`src/rtl/exbus_cycle_ctrl.sv`:
```
// External 8-bit bus cycle engine: turns one sequencer request into a
// SETUP/STROBE/WAIT/HOLD read or write cycle with wait states and a timeout.
module exbus_cycle_ctrl #(
  parameter int WAIT_CYCLES = 1,
  parameter int TIMEOUT     = 255,
  parameter int AW          = 16
) (
  input  logic          clk,
  input  logic          reset,
  input  logic          start,
  input  logic          fetch,
  input  logic [3:0]    exbusCtrl,
  input  logic [AW-1:0] pcAddr,
  input  logic [AW-1:0] marAddr,
  input  logic [7:0]    wdata,
  input  logic          busWait,
  input  logic [7:0]    busDin,
  output logic [AW-1:0] busAddr,
  output logic [7:0]    busDout,
  output logic          busOE,
  output logic          nRD,
  output logic          nWR,
  output logic          ioSel,
  output logic [7:0]    rdata,
  output logic          done,
  output logic          busy,
  output logic          pcInc,
  output logic          busErr
);

  typedef enum logic [2:0] {
    S_IDLE, S_SETUP, S_STROBE, S_WAIT, S_HOLD
  } state_t;

  localparam logic [3:0] WC_LOAD = 4'(WAIT_CYCLES);
  localparam logic [7:0] TO_LAST = 8'(TIMEOUT - 1);

  state_t        r_state;
  logic [3:0]    r_cnt;
  logic [7:0]    r_tcnt;
  logic          r_rd;
  logic          r_fetch;

  logic          w_rd;
  logic          w_wr;
  logic          w_ill;
  logic          w_io;
  logic [AW-1:0] w_addr;

  // A fetch overrides exbusCtrl entirely: memory-space read from the PC.
  assign w_rd   = fetch | (exbusCtrl[0] & ~exbusCtrl[1]);
  assign w_wr   = ~fetch & ~exbusCtrl[0] & exbusCtrl[1];
  assign w_ill  = ~fetch & exbusCtrl[0] & exbusCtrl[1];
  assign w_io   = ~fetch & exbusCtrl[3];
  assign w_addr = (!fetch && exbusCtrl[2]) ? marAddr : pcAddr;

  always_ff @(posedge clk) begin
    if (reset) begin
      r_state <= S_IDLE;
      r_cnt   <= '0;
      r_tcnt  <= '0;
      r_rd    <= 1'b0;
      r_fetch <= 1'b0;
      busAddr <= '0;
      busDout <= '0;
      busOE   <= 1'b0;
      nRD     <= 1'b1;
      nWR     <= 1'b1;
      ioSel   <= 1'b0;
      rdata   <= '0;
      done    <= 1'b0;
      busy    <= 1'b0;
      pcInc   <= 1'b0;
      busErr  <= 1'b0;
    end else begin
      done  <= 1'b0;
      pcInc <= 1'b0;
      case (r_state)
        S_IDLE: begin
          if (start) begin
            if (w_ill) begin
              busErr <= 1'b1;
            end else if (w_rd || w_wr) begin
              r_state <= S_SETUP;
              r_rd    <= w_rd;
              r_fetch <= fetch;
              busy    <= 1'b1;
              busAddr <= w_addr;
              ioSel   <= w_io;
              busOE   <= w_wr;
              if (w_wr) busDout <= wdata;
            end
          end
        end
        S_SETUP: begin
          nRD     <= ~r_rd;
          nWR     <= r_rd;
          r_cnt   <= WC_LOAD;
          r_state <= S_STROBE;
        end
        S_STROBE: begin
          if (r_cnt != 4'd0) begin
            r_cnt <= r_cnt - 4'd1;
          end else if (busWait) begin
            r_tcnt  <= '0;
            r_state <= S_WAIT;
          end else begin
            nRD     <= 1'b1;
            nWR     <= 1'b1;
            done    <= 1'b1;
            pcInc   <= r_fetch;
            r_state <= S_HOLD;
            if (r_rd) rdata <= busDin;
          end
        end
        // Abort releases the strobe without capturing data but still signals done.
        S_WAIT: begin
          if (!busWait || (r_tcnt == TO_LAST)) begin
            nRD     <= 1'b1;
            nWR     <= 1'b1;
            done    <= 1'b1;
            pcInc   <= r_fetch;
            r_state <= S_HOLD;
            if (busWait) busErr <= 1'b1;
            else if (r_rd) rdata <= busDin;
          end else begin
            r_tcnt <= r_tcnt + 8'd1;
          end
        end
        S_HOLD: begin
          busy    <= 1'b0;
          busOE   <= 1'b0;
          r_state <= S_IDLE;
        end
        default: r_state <= S_IDLE;
      endcase
    end
  end

endmodule

```
`config.mk`:
```
export PLATFORM = sky130hd
export DESIGN_NAME = exbus_cycle_ctrl
export DESIGN_NICKNAME = d
export VERILOG_FILES = /design/src/rtl/exbus_cycle_ctrl.sv
export SDC_FILE = /design/constraint.sdc
export NUM_CORES = 1
export LEC_CHECK = 0
export BUFFER_PORTS_ARGS = -buffer_cell sky130_fd_sc_hd__buf_4
export CORE_UTILIZATION = 49
export CTS_BUF_LIST = sky130_fd_sc_hd__clkbuf_8 sky130_fd_sc_hd__clkbuf_16
export CTS_CLUSTER_DIAMETER = 60
export DETAILED_ROUTE_END_ITERATION = 6
export PLACE_DENSITY = 0.76
export SETUP_SLACK_MARGIN = 0.05
export SKIP_CTS_REPAIR_TIMING = 1
export SLEW_MARGIN = 20
export SYNTH_ARGS = -nofsm -noshare
export SYNTH_HDL_FRONTEND = slang
export SYNTH_SLANG_ARGS = --single-unit
```
`constraint.sdc`:
```
create_clock -name clk -period 2.2 [get_ports clk]
set_clock_uncertainty 0.15 [all_clocks]
set_input_delay 0.22 -clock clk [delete_from_list [all_inputs] [get_ports clk]]
set_output_delay 0.22 -clock clk [all_outputs]
set_load 0.02 [all_outputs]
```
==> results.tsv <==
metric	value	unit
wl_per_cell	13.7	µm
mostFrequentLayoutCells	buf_4 (102), dfxtp_1 (57), nor2_1 (48)	
drc	0	
cpMaxStageDelayCell	dfxtp_1	
maxCapViolations	0	
synth_top_family_by_area	simple AND/OR/NAND/NOR gates	
arrival	2.01	ns
initial_utilization	51.0	%
syn-num-nets	340	
synth-seq-cells	57	
synth_area	2620	µm²
synth-simple-area-share	19.8	%
yosysWarnings	0	
hold_violations	5	
end_kind	register	
netlist-cell-type-count	46	
critPathLaunchType	register	
drive_gt1_share	32.6	%
crit_path_start	r_tcnt[0]	
clkSinkCount	57	
ys.flop_type	dfxtp_1	
crit_top_cell	a21oi_1	
maxSlewViolCount	0	
instances_no_fill	456	
numPortBuffers	96	
crit_buf_inv	1	
fill_cells	426	
multi_input_area	1360	µm²
max_stage_delay	0.41	ns
diodes	0	
cts.clk_slew.worst_paths	0.07	ns
dpl.cell_count	434	
vias	2413	
leakage	1.72	nW
post-dp-hpwl	4.23	mm
rsz0062_at_grt	no	
worst_hold_slack	-0.0204	ns
area_growth	38.1	%
worst_pin_slew	0.637	ns
antenna_found_initial	0	
core-area	5140	µm²
fin_setup_tns	0	ns
postLayoutCellArea	3620	µm²
path_cells	inv_1 > ha_1 > and3_1 > a21oi_1 > a21oi_1 > a311oi_1	
relSlewSlack	57.5	%
finalSetupViolCount	0	
post-route-util	70.5	%
violations	negative hold slack	
synth_xor_area_share	1.00	%
seq_area_frac_synth	43.5	%
dpl-instance-area	3380	µm²
layout_commonest_cell	buf_4	
cp_top_family	compound AO/OA/AOI/OAI gates	
die_x	75.2	µm
grt_max_degree	63	
synthMuxAreaShare	13.7	%
grt_pass1_wl	9.30	mm
cp.required	2.29	ns
fp.dieH	75.2	µm
cts_tree	built	
nets	445	
clk_latency	0.33	ns
h-tree-depth	3	
die-area	5650	µm²
min_from	busDin[5]	
syn-instance-count	279	
synth_area_per_cell	9.40	µm²
power_density	679	nW/µm²
post-route-period-util	87.3	%
max_freq	0.521	GHz
cts_root_buf	clkbuf_8	
groute.usage.overall	21.9	%
status	finished, violations left	
ant_nets	0	
vias_per_cell	5.29	
ios	97	
synth_edf_count	0	
ff_latch_area	1140	µm²
num_rows	26	
grt_pass1_vias	2044	
period_minus_slack	1.92	ns
totalPowerFinal	2.46	mW
crit_fanout	6	
regToRegStartpoint	r_tcnt[0]	
synthAdderAreaFrac	1.91	%
grt-ovfl-total	0	
hp-class	in -> reg	
clockBufferDepth	2	
async_flop_share	0	%
drt_first_iter_violations	178	
cts_made_buffers	9	
crit_type	reg -> reg	
place_congestion	0.882	
totalWireLength	6.23	mm
dr.pass1.iters	4	
ir_drop	494	µV
synth_compound_area_share	15.4	%
[power breakdown]
group	leakage [nW]	internal, mW	total, mW	switching [mW]
clock	0.0865	0.410	0.782	0.373
sequential	0.464	1.10	1.14	0.0367
combinational	1.17	0.259	0.542	0.283
[per-stage QoR]
| step | hold slack (ns) | setup slack [ns] |
|---|---|---|
| after global routing | 0.000844 | 0.121 |
| after global placement | 0.286 | 0.374 |
| after floorplan | 0.214 | 0.396 |
| after detailed placement | 0.284 | 0.317 |
| after CTS | -0.0320 | 0.297 |
| final | -0.0204 | 0.280 |
[worst reg2reg max path, cell delays in order (launching register included)]
cell and delay, ns:
dfxtp_1 0.41, inv_1 0.07, ha_1 0.22, and3_1 0.21, a21oi_1 0.40, a21oi_1 0.12, a311oi_1 0.25
[cell families after synthesis]
logic type | Yosys count
xor gates and xnor gates | 3
DFF | 57
muxes | 36
AOI/OAI and AO/OA | 51
buffers and inverters | 25
adders and majority gates | 4
and+or+nand+nor | 103
[layer usage]
| metal | vias to the layer above | wire length [µm] | GRT usage [%] |
|---|---|---|---|
| met4 | 0 | 74 | 9.67 |
| met3 | 8 | 522 | 7.10 |
| met1 | 1084 | 2780 | 29.1 |
| li1 | 1220 | - | - |
| met5 | - | 0 | 0 |
| met2 | 101 | 2850 | 32.6 |
[path summary, 6_finish.rpt]
check / to / cells past startpoint / slack [ns]
max: r_tcnt[3] / 6 / 0.28
min reg2reg: pcInc / 2 / 0.29
min: rdata[5] / 3 / -0.02
max reg2reg: r_tcnt[3] / 6 / 0.28
[flip-flops by register name, indices dropped and copies added, names as in the netlist]
signal / flops
r_state: 3
busOE: 1
r_rd: 1
busErr: 1
ioSel: 1
r_tcnt: 8
nWR: 1
busAddr: 16
nRD: 1
busy: 1
done: 1
r_cnt: 4
rdata: 8
pcInc: 1
busDout: 8
r_fetch: 1
[cell type report]
type | instances | area share, %
clock buffer | 10 | 3.80
sequential | 57 | 31.5
multi-input combinational | 197 | 37.5
inverter | 8 | 0.829
timing repair buffer | 111 | 23.6
clock inverter | 3 | 0.345
tap | 70 | 2.42
[synth_stat cells, types with 4 or more instances]
cell / count / share of area, %
clkbuf_1: 9 / 1.3
mux2i_1: 36 / 14
a211oi_2: 5 / 2.4
nor3b_1: 4 / 1.1
nand2_1: 5 / 0.72
ha_1: 4 / 1.9
nand2b_1: 6 / 1.4
a21oi_1: 10 / 1.9
and3_1: 8 / 1.9
nor2_1: 48 / 6.9
nor3_1: 8 / 1.5
nand3_1: 8 / 1.5
a211oi_1: 13 / 3.7
inv_1: 8 / 1.1
dfxtp_1: 57 / 44
No activity file was read; power rests on OpenSTA's default activity.
